### src/rtl/dmem_arbiter_pkg.sv
// Shared types and constants for the two-port data-memory arbiter.
package dmem_arbiter_pkg;

    // Sequencer states: accept grants, wait for read data, or finish a read-modify-write.
    typedef enum logic [1:0] {
        IDLE     = 2'd0,
        RD_WAIT  = 2'd1,
        RMW_WAIT = 2'd2
    } state_t;

    localparam int         DEPTH_WORDS_DEF = 256;
    localparam logic [3:0] BE_FULL         = 4'hF;
    localparam logic [3:0] BE_NONE         = 4'h0;

    // Fields captured from the winning requester at grant time.
    typedef struct packed {
        logic        we;
        logic [29:0] idx;
        logic [3:0]  be;
        logic [31:0] wdata;
    } txn_t;

endpackage

### src/rtl/dmem_arbiter_if.sv
// Bundle of both requester ports plus the memory-side bus.
interface dmem_arbiter_if;
    logic        p0_req;
    logic        p0_we;
    logic [31:0] p0_addr;
    logic [3:0]  p0_be;
    logic [31:0] p0_wdata;
    logic        p0_gnt;
    logic        p0_rvalid;
    logic [31:0] p0_rdata;
    logic        p0_err;

    logic        p1_req;
    logic        p1_we;
    logic [31:0] p1_addr;
    logic [3:0]  p1_be;
    logic [31:0] p1_wdata;
    logic        p1_gnt;
    logic        p1_rvalid;
    logic [31:0] p1_rdata;
    logic        p1_err;

    logic [31:0] mem_address;
    logic        mem_read_en;
    logic        mem_write_en;
    logic [31:0] mem_write_data;
    logic [31:0] mem_read_data;

    // Arbiter side.
    modport slave (
        input  p0_req, p0_we, p0_addr, p0_be, p0_wdata,
        output p0_gnt, p0_rvalid, p0_rdata, p0_err,
        input  p1_req, p1_we, p1_addr, p1_be, p1_wdata,
        output p1_gnt, p1_rvalid, p1_rdata, p1_err,
        output mem_address, mem_read_en, mem_write_en, mem_write_data,
        input  mem_read_data
    );

    // Requesters and memory side.
    modport master (
        output p0_req, p0_we, p0_addr, p0_be, p0_wdata,
        input  p0_gnt, p0_rvalid, p0_rdata, p0_err,
        output p1_req, p1_we, p1_addr, p1_be, p1_wdata,
        input  p1_gnt, p1_rvalid, p1_rdata, p1_err,
        input  mem_address, mem_read_en, mem_write_en, mem_write_data,
        output mem_read_data
    );
endinterface

### src/rtl/dmem_arbiter_rr_arb2.sv
// Two-input round-robin picker; last_grant = 1 means port 1 won last.
module rr_arb2 (
    input  logic clk,
    input  logic reset,
    input  logic req0,
    input  logic req1,
    input  logic advance,
    output logic gnt0,
    output logic gnt1
);
    logic last_grant_q;
    logic last_grant_d;

    // Ties go to the port that did not win last time.
    always_comb begin
        gnt0 = req0 & (~req1 | last_grant_q);
        gnt1 = req1 & (~req0 | ~last_grant_q);
    end

    // Remember the winner only when a grant is actually taken.
    always_comb begin
        last_grant_d = last_grant_q;
        if (advance) begin
            last_grant_d = gnt1;
        end
    end

    // Reset to port 1 so port 0 wins the first tie.
    always_ff @(posedge clk) begin
        if (reset) begin
            last_grant_q <= 1'b1;
        end else begin
            last_grant_q <= last_grant_d;
        end
    end
endmodule

### src/rtl/dmem_arbiter.sv
// Two-port arbiter/sequencer in front of a single-port synchronous-read word memory.
module dmem_arbiter
    import dmem_arbiter_pkg::*;
#(
    parameter int DEPTH_WORDS = DEPTH_WORDS_DEF
) (
    input  logic           clk,
    input  logic           reset,
    dmem_arbiter_if.slave  bus
);
    localparam logic [31:0] DEPTH_L = DEPTH_WORDS;

    state_t      state_q, state_d;
    logic        owner_q, owner_d;
    txn_t        txn_q, txn_d;
    logic [1:0]  err_q, err_d;
    logic [1:0]  oor_rv_q, oor_rv_d;

    logic        arb_req0, arb_req1;
    logic        gnt0, gnt1, any_gnt;
    txn_t        win;
    logic        win_oor;
    logic        win_port;
    logic [31:0] merged;
    logic        unused_ok;

    assign unused_ok = ^{bus.p0_addr[1:0], bus.p1_addr[1:0], txn_q.we};

    // Requests are only visible to the picker while idle and out of reset.
    assign arb_req0 = bus.p0_req & (state_q == IDLE) & ~reset;
    assign arb_req1 = bus.p1_req & (state_q == IDLE) & ~reset;
    assign any_gnt  = gnt0 | gnt1;
    assign win_port = gnt1;

    rr_arb2 u_rr (
        .clk     (clk),
        .reset   (reset),
        .req0    (arb_req0),
        .req1    (arb_req1),
        .advance (any_gnt),
        .gnt0    (gnt0),
        .gnt1    (gnt1)
    );

    // Select the winning port's fields and range-check its word index.
    always_comb begin
        win.we    = gnt1 ? bus.p1_we    : bus.p0_we;
        win.idx   = gnt1 ? bus.p1_addr[31:2] : bus.p0_addr[31:2];
        win.be    = gnt1 ? bus.p1_be    : bus.p0_be;
        win.wdata = gnt1 ? bus.p1_wdata : bus.p0_wdata;
        win_oor   = ({2'b00, win.idx} >= DEPTH_L);
    end

    // Byte lanes for the write half of a read-modify-write.
    for (genvar gi = 0; gi < 4; gi++) begin : g_merge
        assign merged[8*gi +: 8] = txn_q.be[gi] ? txn_q.wdata[8*gi +: 8]
                                                : bus.mem_read_data[8*gi +: 8];
    end

    // State register and latched transaction.
    always_ff @(posedge clk) begin
        if (reset) begin
            state_q  <= IDLE;
            owner_q  <= 1'b0;
            txn_q    <= '0;
            err_q    <= 2'b00;
            oor_rv_q <= 2'b00;
        end else begin
            state_q  <= state_d;
            owner_q  <= owner_d;
            txn_q    <= txn_d;
            err_q    <= err_d;
            oor_rv_q <= oor_rv_d;
        end
    end

    // Next state: reads and partial writes need a second cycle, everything else stays idle.
    always_comb begin
        state_d  = state_q;
        owner_d  = owner_q;
        txn_d    = txn_q;
        err_d    = 2'b00;
        oor_rv_d = 2'b00;
        case (state_q)
            IDLE: begin
                if (any_gnt) begin
                    owner_d = win_port;
                    txn_d   = win;
                    if (win_oor) begin
                        err_d[win_port]    = 1'b1;
                        oor_rv_d[win_port] = ~win.we;
                    end else if (!win.we) begin
                        state_d = RD_WAIT;
                    end else if ((win.be != BE_FULL) && (win.be != BE_NONE)) begin
                        state_d = RMW_WAIT;
                    end
                end
            end
            RD_WAIT:  state_d = IDLE;
            RMW_WAIT: state_d = IDLE;
            default:  state_d = IDLE;
        endcase
    end

    // Outputs: all forced low in reset so an in-flight read or RMW is dropped.
    always_comb begin
        bus.p0_gnt         = 1'b0;
        bus.p1_gnt         = 1'b0;
        bus.p0_rvalid      = 1'b0;
        bus.p1_rvalid      = 1'b0;
        bus.p0_rdata       = 32'h0;
        bus.p1_rdata       = 32'h0;
        bus.p0_err         = 1'b0;
        bus.p1_err         = 1'b0;
        bus.mem_address    = 32'h0;
        bus.mem_read_en    = 1'b0;
        bus.mem_write_en   = 1'b0;
        bus.mem_write_data = 32'h0;
        if (!reset) begin
            bus.p0_gnt    = gnt0;
            bus.p1_gnt    = gnt1;
            bus.p0_err    = err_q[0];
            bus.p1_err    = err_q[1];
            bus.p0_rvalid = oor_rv_q[0];
            bus.p1_rvalid = oor_rv_q[1];
            case (state_q)
                IDLE: begin
                    if (any_gnt && !win_oor) begin
                        if (!win.we) begin
                            bus.mem_read_en = 1'b1;
                            bus.mem_address = {win.idx, 2'b00};
                        end else if (win.be == BE_FULL) begin
                            bus.mem_write_en   = 1'b1;
                            bus.mem_address    = {win.idx, 2'b00};
                            bus.mem_write_data = win.wdata;
                        end else if (win.be != BE_NONE) begin
                            bus.mem_read_en = 1'b1;
                            bus.mem_address = {win.idx, 2'b00};
                        end
                    end
                end
                RD_WAIT: begin
                    if (owner_q) begin
                        bus.p1_rvalid = 1'b1;
                        bus.p1_rdata  = bus.mem_read_data;
                    end else begin
                        bus.p0_rvalid = 1'b1;
                        bus.p0_rdata  = bus.mem_read_data;
                    end
                end
                RMW_WAIT: begin
                    bus.mem_write_en   = 1'b1;
                    bus.mem_address    = {txn_q.idx, 2'b00};
                    bus.mem_write_data = merged;
                end
                default: ;
            endcase
        end
    end
endmodule

### src/flat_wrapper.sv
// flat-port wrapper written by rule: the top's interface ports become plain ports
module dmem_arbiter_flat import dmem_arbiter_pkg::*;
#(
    parameter int DEPTH_WORDS = DEPTH_WORDS_DEF
)
  (clk, reset, bus_p0_req, bus_p0_we, bus_p0_addr, bus_p0_be, bus_p0_wdata, bus_p0_gnt, bus_p0_rvalid, bus_p0_rdata, bus_p0_err, bus_p1_req, bus_p1_we, bus_p1_addr, bus_p1_be, bus_p1_wdata, bus_p1_gnt, bus_p1_rvalid, bus_p1_rdata, bus_p1_err, bus_mem_address, bus_mem_read_en, bus_mem_write_en, bus_mem_write_data, bus_mem_read_data);
  dmem_arbiter_if bus_i ();
  input  logic clk;
  input  logic reset;
  input wire logic [$bits(bus_i.p0_req)-1:0] bus_p0_req;
  input wire logic [$bits(bus_i.p0_we)-1:0] bus_p0_we;
  input wire logic [$bits(bus_i.p0_addr)-1:0] bus_p0_addr;
  input wire logic [$bits(bus_i.p0_be)-1:0] bus_p0_be;
  input wire logic [$bits(bus_i.p0_wdata)-1:0] bus_p0_wdata;
  output wire logic [$bits(bus_i.p0_gnt)-1:0] bus_p0_gnt;
  output wire logic [$bits(bus_i.p0_rvalid)-1:0] bus_p0_rvalid;
  output wire logic [$bits(bus_i.p0_rdata)-1:0] bus_p0_rdata;
  output wire logic [$bits(bus_i.p0_err)-1:0] bus_p0_err;
  input wire logic [$bits(bus_i.p1_req)-1:0] bus_p1_req;
  input wire logic [$bits(bus_i.p1_we)-1:0] bus_p1_we;
  input wire logic [$bits(bus_i.p1_addr)-1:0] bus_p1_addr;
  input wire logic [$bits(bus_i.p1_be)-1:0] bus_p1_be;
  input wire logic [$bits(bus_i.p1_wdata)-1:0] bus_p1_wdata;
  output wire logic [$bits(bus_i.p1_gnt)-1:0] bus_p1_gnt;
  output wire logic [$bits(bus_i.p1_rvalid)-1:0] bus_p1_rvalid;
  output wire logic [$bits(bus_i.p1_rdata)-1:0] bus_p1_rdata;
  output wire logic [$bits(bus_i.p1_err)-1:0] bus_p1_err;
  output wire logic [$bits(bus_i.mem_address)-1:0] bus_mem_address;
  output wire logic [$bits(bus_i.mem_read_en)-1:0] bus_mem_read_en;
  output wire logic [$bits(bus_i.mem_write_en)-1:0] bus_mem_write_en;
  output wire logic [$bits(bus_i.mem_write_data)-1:0] bus_mem_write_data;
  input wire logic [$bits(bus_i.mem_read_data)-1:0] bus_mem_read_data;
  assign bus_i.p0_req = bus_p0_req;
  assign bus_i.p0_we = bus_p0_we;
  assign bus_i.p0_addr = bus_p0_addr;
  assign bus_i.p0_be = bus_p0_be;
  assign bus_i.p0_wdata = bus_p0_wdata;
  assign bus_p0_gnt = bus_i.p0_gnt;
  assign bus_p0_rvalid = bus_i.p0_rvalid;
  assign bus_p0_rdata = bus_i.p0_rdata;
  assign bus_p0_err = bus_i.p0_err;
  assign bus_i.p1_req = bus_p1_req;
  assign bus_i.p1_we = bus_p1_we;
  assign bus_i.p1_addr = bus_p1_addr;
  assign bus_i.p1_be = bus_p1_be;
  assign bus_i.p1_wdata = bus_p1_wdata;
  assign bus_p1_gnt = bus_i.p1_gnt;
  assign bus_p1_rvalid = bus_i.p1_rvalid;
  assign bus_p1_rdata = bus_i.p1_rdata;
  assign bus_p1_err = bus_i.p1_err;
  assign bus_mem_address = bus_i.mem_address;
  assign bus_mem_read_en = bus_i.mem_read_en;
  assign bus_mem_write_en = bus_i.mem_write_en;
  assign bus_mem_write_data = bus_i.mem_write_data;
  assign bus_i.mem_read_data = bus_mem_read_data;
  dmem_arbiter #(.DEPTH_WORDS(DEPTH_WORDS)) u_core (.clk(clk), .reset(reset), .bus(bus_i));
endmodule
### config.mk
export PLATFORM = sky130hd
export DESIGN_NAME = dmem_arbiter_flat
export DESIGN_NICKNAME = d
export VERILOG_FILES = /design/src/rtl/dmem_arbiter_pkg.sv /design/src/rtl/dmem_arbiter_if.sv /design/src/rtl/dmem_arbiter_rr_arb2.sv /design/src/rtl/dmem_arbiter.sv /design/src/flat_wrapper.sv
export SDC_FILE = /design/constraint.sdc
export NUM_CORES = 1
export LEC_CHECK = 0
export ABC_AREA = 1
export BUFFER_PORTS_ARGS = -buffer_cell sky130_fd_sc_hd__buf_2
export CORE_MARGIN = 1
export CORE_UTILIZATION = 42
export DETAILED_ROUTE_END_ITERATION = 10
export GPL_ROUTABILITY_DRIVEN = 0
export PLACE_DENSITY = 0.78
export RECOVER_POWER = 50
export SYNTH_ARGS = -nofsm -noshare
export SYNTH_HDL_FRONTEND = slang
export SYNTH_SLANG_ARGS = --single-unit
### constraint.sdc
create_clock -name clk -period 1.8 [get_ports clk]
set_input_delay 0.09 -clock clk [delete_from_list [all_inputs] [get_ports clk]]
set_output_delay 0.09 -clock clk [all_outputs]
set_load 0.03 [all_outputs]
==> results of run 1 <==
## kinds of logic (layout without fill, tap and decap cells)
logic type,count (synthesis),count (layout),share of synthesized area (%)
compound gates,231,231,20.1
buf+inv,278,603,18.9
flops,74,74,24.7
mux,3,3,0.500
other cells,1,2,0.0624
simple gates,475,477,35.8
## power by group through the flow
stage          registers (mW)  logic [mW]  clock network, mW
2_1_floorplan            1.85       0.813                  0
5_1_grt                  1.88        1.58               1.96
6_report                 1.86        1.44               1.84
3_5_place_dp             1.90        1.31                  0
4_1_cts                  1.86        1.38               1.87
3_3_place_gp             1.89        1.29                  0
## synthesized netlist by cell type (3+ instances only)
| library cell | n |
|---|---|
| buf_6 | 5 |
| a21oi_1 | 119 |
| nand3_1 | 38 |
| nand2_1 | 221 |
| clkbuf_1 | 49 |
| buf_4 | 6 |
| nor2_1 | 71 |
| buf_2 | 24 |
| nand4_1 | 41 |
| buf_1 | 6 |
| clkinv_1 | 3 |
| o21ai_1 | 19 |
| inv_2 | 3 |
| inv_1 | 180 |
| o211ai_1 | 12 |
| nor2_2 | 4 |
| mux2i_1 | 3 |
| nor3_1 | 89 |
| dfxtp_1 | 74 |
| o21ai_0 | 78 |
| nor2_4 | 3 |
## area by class of cell
class / count / area (um2)
fillers: 1197 / 4250
multi-input cells: 713 / 4180
repair buffers: 401 / 2780
flip-flops and latches: 74 / 1490
inverters: 186 / 712
clock buffers: 12 / 256
well taps: 180 / 225
clock inverters: 4 / 50.0
## routing by layer
layer / global-route usage, % / up-vias / wire length [um] / part of all wire (%)
li1: - / 4046 / - / -
met5: 0 / - / 0 / 0
met4: 8.64 / 0 / 320 / 1.4
met3: 4.40 / 29 / 1450 / 6.3
met1: 35.3 / 3648 / 9390 / 41
met2: 53.3 / 328 / 11800 / 51
## what timing repair did
action | in CTS | in global routing
setup buffers | 4 | 2
cloned | 2 | 1
gates resized for setup | 123 | 60
pin swaps | 9 | 6
setup endpoints to repair | 145 | 190
## cell usage in the layout (no fill, tap or decap), types with 3 or more instances in the layout
cell type and count:
a21oi_1 80, a21oi_4 37, o21ai_0 54, o211ai_1 12
buf_2 225, nor2_1 61, inv_1 178, nor3_4 11
nor2_2 9, nor3_1 63, buf_6 30, nor2_4 10
o21ai_1 38, o21ai_2 4, nand2_1 205, mux2i_1 3
nand2_2 18, dfxtp_2 3, buf_12 15, dfxtp_1 71
buf_4 128, clkinvlp_4 3, nand4_1 41, clkbuf_16 10
nor3_2 16, nand3_1 38
## worst paths after layout
kind | startpoint | end | cells past startpoint
hold / removal | bus_p1_we | u_core.oor_rv_q[1] | 2
setup reg to reg | u_core.state_q[0] | u_core.state_q[0] | 15
hold reg to reg | u_core.owner_q | u_core.owner_q | 2
setup / recovery | u_core.state_q[0] | bus_mem_write_data[19] | 12
## per-stage QoR
| stage | setup slack, ps | power (mW) | hold slack [ps] | utilization [%] |
|---|---|---|---|---|
| after detailed placement | -523 | 3.21 | 360 | 63.1 |
| final | -789 | 5.14 | 24.4 | 69.5 |
| after CTS | -790 | 5.11 | 14.3 | 67.7 |
| after global placement | -516 | 3.18 | 363 | 63.1 |
| after global routing | -942 | 5.42 | 17.3 | 69.5 |
| after floorplan | -186 | 2.67 | 169 | - |
## sequential cells by signal (all words and copies together) (netlist names)
name	flops
u_core.oor_rv_q	2
u_core.state_q	2
u_core.u_rr.last_grant_q	1
u_core.owner_q	1
u_core.txn_q	66
u_core.err_q	2
## worst max-delay path, cell delays in order (launching register included)
cell,delay [ps]
dfxtp_2,340
nor2_4,170
nand4_4,160
buf_12,210
nand2_1,60
nand2_1,80
nor2_2,180
nand3_4,130
nor2_8,190
buf_12,160
nand4_1,150
a21oi_4,150
buf_4,180
==> impl_metrics.json, run 1 <==
{
  "hold_buffers": 0,
  "grt_max_degree": 100,
  "synth_edf_count": 0,
  "routed_wl_um": 22900,
  "cts_buffer_depth": 2,
  "violations": "negative setup slack",
  "grt_overflow": 0,
  "pin_count": 310,
  "fin_crit_sh_pct": 144,
  "skew_ps": 6.38,
  "initial_utilization_pct": 43.1,
  "ys_seq_elements": 74,
  "ys_seq_area_share_pct": 24.7,
  "hold_class": "in -> reg",
  "cts_tree": "yes",
  "dieArea_um2": 14800,
  "p_int_mw": 3.50,
  "setup_viol": 109,
  "vias": 8051,
  "cts_root_buf": "clkbuf_16",
  "cts_buffers": 9,
  "netlist_top_cells_area": "dfxtp_1, nand2_1, inv_1",
  "wl_per_cell_um": 14.6,
  "synthCells": 1062,
  "ir_drop_mv": 0.331,
  "clkSlewWorstSetupHoldPaths_ps": 60,
  "rsz0062_at_grt": "yes",
  "drt-initial-drc-count": 504,
  "status": "finished, violations left",
  "ys.flop_type": "dfxtp_1",
  "h-tree-depth": 3,
  "swShare_pct": 31.8,
  "p_per_area_nw_per_um2": 530,
  "tightest_slew_ps": 652,
  "synth_cell_types": 32,
  "syn_to_final_growth_pct": 61.3,
  "rows": 43,
  "p_switching_mw": 1.63,
  "die_w_um": 122,
  "antenna_found_initial": 0,
  "numPortBuffers": 303,
  "power_frac_seq_pct": 36.2,
  "tns_ps": -39050,
  "postLayoutCellArea_um2": 9690,
  "ant_nets": 0,
  "dpl_cell_area_um2": 8790,
  "min_period_ps": 2590,
  "fp.dieH_um": 122,
  "numPlacedInstances": 1545,
  "start_kind": "flip-flop",
  "r2r_slack_ps": -400,
  "maxSlewViolCount": 0,
  "fin_cells": 1570,
  "max_cap_viol_count": 0,
  "yosysTopAreaCell": "dfxtp_1",
  "clk-insertion-delay-late_ps": 330,
  "share_comb_of_total_power_pct": 28.0,
  "clock-sinks": 74,
  "worstPathMaxFanout": 24,
  "crit_type": "reg -> out",
  "nets": 1559,
  "ys.warnings.count": 0,
  "hpwl_um": 16200,
  "core_um2": 13900,
  "grt_pass1_vias": 7108,
  "grt_use_total_pct": 29.3,
  "avgSynthCellArea_um2": 5.66,
  "endpoint_kind": "output port",
  "grt_first_pass_wirelength_um": 34300,
  "synth_area_um2": 6010,
  "async_flop_share_pct": 0,
  "vias_per_cell": 5.13,
  "critPathArrivalTime_ps": 2500,
  "leakage_nw": 5.08,
  "relSlewSlack_pct": 56.5,
  "drc_errors": 0,
  "layout-drive-gt1-share_pct": 38.8,
  "antenna_cells": 0,
  "final_hold_viol_count": 0,
  "clkPwrFrac_pct": 35.7,
  "max_freq_ghz": 0.386,
  "synth_top_area_share_pct": 24.7,
  "cp.required_ps": 1710,
  "fin_ws_ps": -789,
  "drt-pass1-iter-count": 5
}
Note: power is estimated with default switching activity, not from simulation.
==> inputs of run 2 (changes only) <==
--- a/config.mk
+++ b/config.mk
@@ -11,7 +11,7 @@
 export CORE_UTILIZATION = 42
 export DETAILED_ROUTE_END_ITERATION = 10
 export GPL_ROUTABILITY_DRIVEN = 0
-export PLACE_DENSITY = 0.78
+export PLACE_DENSITY_LB_ADDON = 0.25
 export RECOVER_POWER = 50
 export SYNTH_ARGS = -nofsm -noshare
 export SYNTH_HDL_FRONTEND = slang
==> run 2 against run 1 <==
Effect of this change:
- the flow still finishes with violations (negative setup slack)
- clock skew fell by 3.1 ps
- non-clock buffer count rose by 36
- final cell count rose by 2.0%
- critical endpoint is now bus_mem_read_en
- first-iteration DRC count rose by 46%
==> impl_metrics.json, run 2 (same netlist as run 1, synthesis figures left out) <==
{
  "worstPathCellList": "nor2_4 -> buf_6 -> nand3_4 -> nor2_8 -> nand2_2 -> nand2_2 -> nand2_2 -> buf_4 -> clkinv_1 -> nand2_1 -> nor2_4 -> nand2_4 -> nor2_4 -> nand2_2 -> nor2_4 -> buf_6",
  "p_switching_mw": 1.73,
  "routed_wl_um": 27100,
  "r2r-start": "u_core.state_q[0]",
  "share_comb_of_total_power_pct": 32.9,
  "pin_count": 310,
  "final_common_cell": "buf_2",
  "antenna_found_initial": 0,
  "final_cell_mix": "buf_2, nand2_1, inv_1",
  "crit_type": "reg -> out",
  "clkPwrFrac_pct": 31.5,
  "rows": 43,
  "ant_nets": 0,
  "cts_root_buf": "clkbuf_16",
  "layout-drive-gt1-share_pct": 42.3,
  "reg2regPathDepth": 16,
  "wl_per_cell_um": 16.9,
  "final_hold_viol_count": 0,
  "slowest_delay_ps": 330,
  "cts_buffers": 9,
  "maxSlewViolCount": 0,
  "grt_pass1_vias": 7519,
  "r2r_slack_ps": -590,
  "nets": 1594,
  "skew_ps": 3.24,
  "p_per_area_nw_per_um2": 492,
  "p_int_mw": 3.51,
  "syn_to_final_growth_pct": 77.5,
  "grt_max_degree": 185,
  "endpoint_kind": "output port",
  "grt_overflow": 0,
  "vias_per_cell": 5.43,
  "numPortBuffers": 303,
  "cts_tree": "yes",
  "worstPathMaxFanout": 6,
  "crit_slowest_cell": "dfxtp_2",
  "hpwl_um": 15800,
  "max_freq_ghz": 0.374,
  "critical_path.startpoint": "u_core.state_q[0]",
  "fin_crit_sh_pct": 149,
  "cts_buffer_depth": 2,
  "rsz0062_at_grt": "yes",
  "clkSlewWorstSetupHoldPaths_ps": 60,
  "swShare_pct": 33.1,
  "min_period_ps": 2670,
  "cp-endpoint": "bus_mem_read_en",
  "core_um2": 13900,
  "leakage_nw": 5.47,
  "largest-register": "u_core.txn_q",
  "grt_use_total_pct": 31.5,
  "r2r-end": "u_core.state_q[0]",
  "postLayoutCellArea_um2": 10700,
  "relSlewSlack_pct": 18.4,
  "drc_errors": 0,
  "start_kind": "flip-flop",
  "vias": 8692,
  "fp.dieH_um": 122,
  "max_cap_viol_count": 0,
  "dpl_cell_area_um2": 8800,
  "fill_cells": 1042,
  "setup_viol": 177,
  "drt-initial-drc-count": 738,
  "clk-insertion-delay-late_ps": 330,
  "whs_ps": 66.1,
  "critPathArrivalTime_ps": 2580,
  "antenna_cells": 0,
  "fin_util_pct": 76.5,
  "initial_utilization_pct": 43.1,
  "cp.required_ps": 1710,
  "violations": "negative setup slack",
  "largest_register_ffs": 66,
  "drt-pass1-iter-count": 6,
  "grt_first_pass_wirelength_um": 36600,
  "hold_class": "in -> reg",
  "dieArea_um2": 14800,
  "clock-sinks": 74,
  "place_ws_ps": -636,
  "fin_ws_ps": -873,
  "status": "finished, violations left",
  "h-tree-depth": 3,
  "die_w_um": 122,
  "ir_drop_mv": 0.487,
  "power_frac_seq_pct": 35.7,
  "tightest_slew_ps": 1220
}
[run 2: worst min-delay path by stage]
stage,to,start,cells after the start,slack [ps]
2_1_floorplan,u_core.oor_rv_q[1],bus_p1_we,1,170
3_3_place_gp,u_core.oor_rv_q[1],bus_p1_we,2,330
3_5_place_dp,u_core.oor_rv_q[1],bus_p1_we,2,320
4_1_cts,u_core.txn_q[12],bus_p1_wdata[12],5,80
5_1_grt,u_core.txn_q[14],bus_p1_wdata[14],5,100
6_report,u_core.txn_q[15],bus_p1_wdata[15],5,70
[run 2: metrics by stage]
stage	power (mW)	instances	TNS, ps
floorplan	2.67	1063	-6920
CTS	4.99	1580	-41830
global route	5.47	1602	-74160
detailed placement	3.21	1542	-44260
global placement	3.18	1542	-39300
finish	5.24	1602	-58880
[run 2: repair_timing]
action / CTS / global route
setup endpoints to repair: 139 / 203
hold buffers: 1 / 0
pin swaps: 33 / 46
setup buffers: 19 / 14
endpoints found under the hold margin: 1 / 0
cloned: 7 / 10
gates resized for setup: 190 / 137
[run 2: power groups by stage]
stage	Combinational (mW)	Clock, mW	Sequential [mW]
final	1.72	1.65	1.87
after global routing	1.85	1.74	1.88
after CTS	1.49	1.65	1.86
after detailed placement	1.32	0	1.89
after global placement	1.29	0	1.89
after floorplan	0.813	0	1.85
[run 2: layout make-up]
class	count	area, um2	share of cell area, %
tap	180	225	2.11
multi-input combinational	712	4340	40.7
sequential	74	1490	13.9
clock buffer	13	260	2.44
timing repair buffer	437	3640	34.2
inverter	186	711	6.67
[run 2: layer usage]
layer,vias up,track usage (%),part of all wire (%)
met5,-,0,0
met4,0,15.4,4.4
met3,104,4.35,7.6
met2,515,54.3,49
met1,3950,38.5,39
li1,4123,-,-
[run 2: critical path, delay by kind of cell, from the launching register on]
family / cells / cell delay (ps)
DFF: 1 / 330
buffers and inverters: 4 / 480
and+or+nand+nor: 12 / 1460
==> inputs of run 3 (changes only) <==
==> constraint.sdc (replaced) <==
create_clock -name clk -period 1.8 [get_ports clk]
set_input_delay 0 -clock clk [delete_from_list [all_inputs] [get_ports clk]]
set_output_delay 0 -clock clk [all_outputs]
set_load 0.03 [all_outputs]
==> run 3 against run 2 <==
Effect of this change:
- critical path depth is 4 lower
- final cell count fell by 0.56%
- power increased by 4.0%
- first-iteration DRC count shrank 15%
- register-to-register slack gained 160 ps
- sequential power barely moved
- wire length shrank 14%
- critical endpoint is now bus_mem_write_data[25]
- the run ends with negative hold slack, negative setup slack left
- via count down 5.1%
- sequential share of layout area is 1.0 points higher
- largest power group is now clock
- setup slack improved by 210 ps
- largest cell class unchanged
- global-route usage down 2.3 points
==> impl_metrics.json, run 3 (same netlist as run 1, synthesis figures left out) <==
{
  "status": "finished, violations left",
  "violations": "negative hold slack, negative setup slack",
  "drc_errors": 0,
  "multiInputGateArea_um2": 4010,
  "drt-initial-drc-count": 625,
  "final_cell_mix": "buf_2, nand2_1, inv_1",
  "dieArea_um2": 14800,
  "syn_to_final_growth_pct": 65.4,
  "initial_utilization_pct": 43.1,
  "largest_register_ffs": 66,
  "max_freq_ghz": 0.406,
  "final_hold_viol_count": 8,
  "max_cap_viol_count": 0,
  "endpoint_kind": "output port",
  "layout-drive-gt1-share_pct": 37.2,
  "fp.dieH_um": 122,
  "grt_use_total_pct": 29.2,
  "worstPathCellList": "nor2_4 -> nand4_4 -> buf_12 -> nand2_1 -> o21ai_2 -> nor2_4 -> buf_12 -> nand3_1 -> nor2_1 -> nand4_1 -> a21oi_4 -> buf_6",
  "worstPathMaxFanout": 31,
  "p_total_mw": 5.45,
  "crit_slowest_cell": "dfxtp_4",
  "rsz0062_at_grt": "yes",
  "vias_per_cell": 5.18,
  "grt_overflow": 0,
  "hp-start": "bus_p1_addr[11]",
  "hold_class": "in -> reg",
  "numPlacedInstances": 1549,
  "maxSlewViolCount": 0,
  "final_common_cell": "buf_2",
  "fin_ws_ps": -665,
  "tightest_slew_ps": 850,
  "cts_buffers": 9,
  "critPathArrivalTime_ps": 2460,
  "leakage_nw": 5.21,
  "grt_max_degree": 155,
  "cts_tree": "yes",
  "r2r-start": "u_core.state_q[0]",
  "reg2regPathDepth": 14,
  "setup_viol": 127,
  "fin_cells": 1593,
  "dpl_cell_area_um2": 8750,
  "fill_cells": 1209,
  "nets": 1582,
  "vias": 8247,
  "skew_ps": 4.66,
  "whs_ps": -27.9,
  "clock-sinks": 74,
  "p_per_area_nw_per_um2": 548,
  "ant_nets": 0,
  "r2r-end": "u_core.txn_q[27]",
  "hpwl_um": 15500,
  "slowest_delay_ps": 350,
  "ir_drop_mv": 0.451,
  "cts_root_buf": "clkbuf_16",
  "grt_pass1_vias": 7089,
  "die_w_um": 122,
  "largest-register": "u_core.txn_q",
  "antenna_found_initial": 0,
  "hold_end": "u_core.txn_q[45]",
  "cts_buffer_depth": 2,
  "tns_ps": -46740,
  "wl_per_cell_um": 14.7,
  "r2r_slack_ps": -430,
  "routed_wl_um": 23400,
  "relSlewSlack_pct": 43.3,
  "core_um2": 13900,
  "clk-insertion-delay-late_ps": 340,
  "grt_first_pass_wirelength_um": 34200,
  "antenna_cells": 0,
  "pin_count": 310,
  "whs_path_depth": 5,
  "start_kind": "flip-flop",
  "rows": 43,
  "crit_type": "reg -> out",
  "drt-pass1-iter-count": 6,
  "min_period_ps": 2460,
  "fin_crit_sh_pct": 137,
  "h-tree-depth": 3,
  "cp.required_ps": 1800,
  "seq_area_um2": 1490,
  "numPortBuffers": 303,
  "fin_util_pct": 71.3,
  "postLayoutCellArea_um2": 9930,
  "clkSlewWorstSetupHoldPaths_ps": 60,
  "place_ws_ps": -339
}
[run 3: cell count changes in the layout (fill, tap and decap cells not counted), moves of 10 or more]
cell           change
dlygate4sd3_1     +15
nand2_2           -20
buf_6             -28
nor3_4            -13
a21oi_2           +10
nor3_1            +24
nor3_2            -11
buf_2             +34
nand2_1           +24
a21oi_1           -10
buf_4             -15
[run 3: worst max-delay path: cells and delay by family (launching register included)]
family          cells  cell delay (ps)
compound gates      2              270
buf+inv             3              530
flops               1              350
simple gates        7              950
[run 3: worst max-delay path by stage]
stage	to	cells past startpoint	slack [ps]	startpoint
6_report	bus_mem_write_data[25]	12	-660	u_core.state_q[0]
5_1_grt	bus_mem_address[2]	12	-790	u_core.state_q[0]
4_1_cts	bus_mem_write_data[25]	12	-640	u_core.state_q[0]
3_5_place_dp	bus_mem_write_data[25]	12	-340	u_core.state_q[0]
3_3_place_gp	bus_mem_write_data[11]	12	-300	u_core.state_q[0]
2_1_floorplan	bus_mem_address[11]	6	-200	u_core.state_q[1]
[run 3: layout make-up]
cell class / count / share of cell area (%)
clock buffers: 14 / 2.66
multi-input cells: 711 / 40.4
clock inverters: 2 / 0.605
flip-flops and latches: 74 / 14.9
repair buffers: 426 / 32.1
well taps: 180 / 2.27
inverters: 186 / 7.05
[run 3: routing by layer]
layer / part of all wire (%) / vias up / track usage [%]
met5: 0 / - / 0
met4: 1.8 / 0 / 9.10
met3: 6.2 / 33 / 4.78
met2: 51 / 375 / 52.8
met1: 41 / 3747 / 35.0
li1: - / 4092 / -
[run 3: report_power, final]
| group | internal [mW] | switching (mW) |
|---|---|---|
| logic | 0.697 | 0.898 |
| registers | 1.79 | 0.0779 |
| clock network | 1.29 | 0.697 |
[run 3: timing repair]
item / CTS / global route
gates cloned: 2 / 4
resized for setup: 136 / 62
hold endpoints to repair: 17 / 0
hold buffers: 16 / 0
pin swaps: 6 / 11
setup endpoints to repair: 141 / 191
setup buffers: 3 / 3
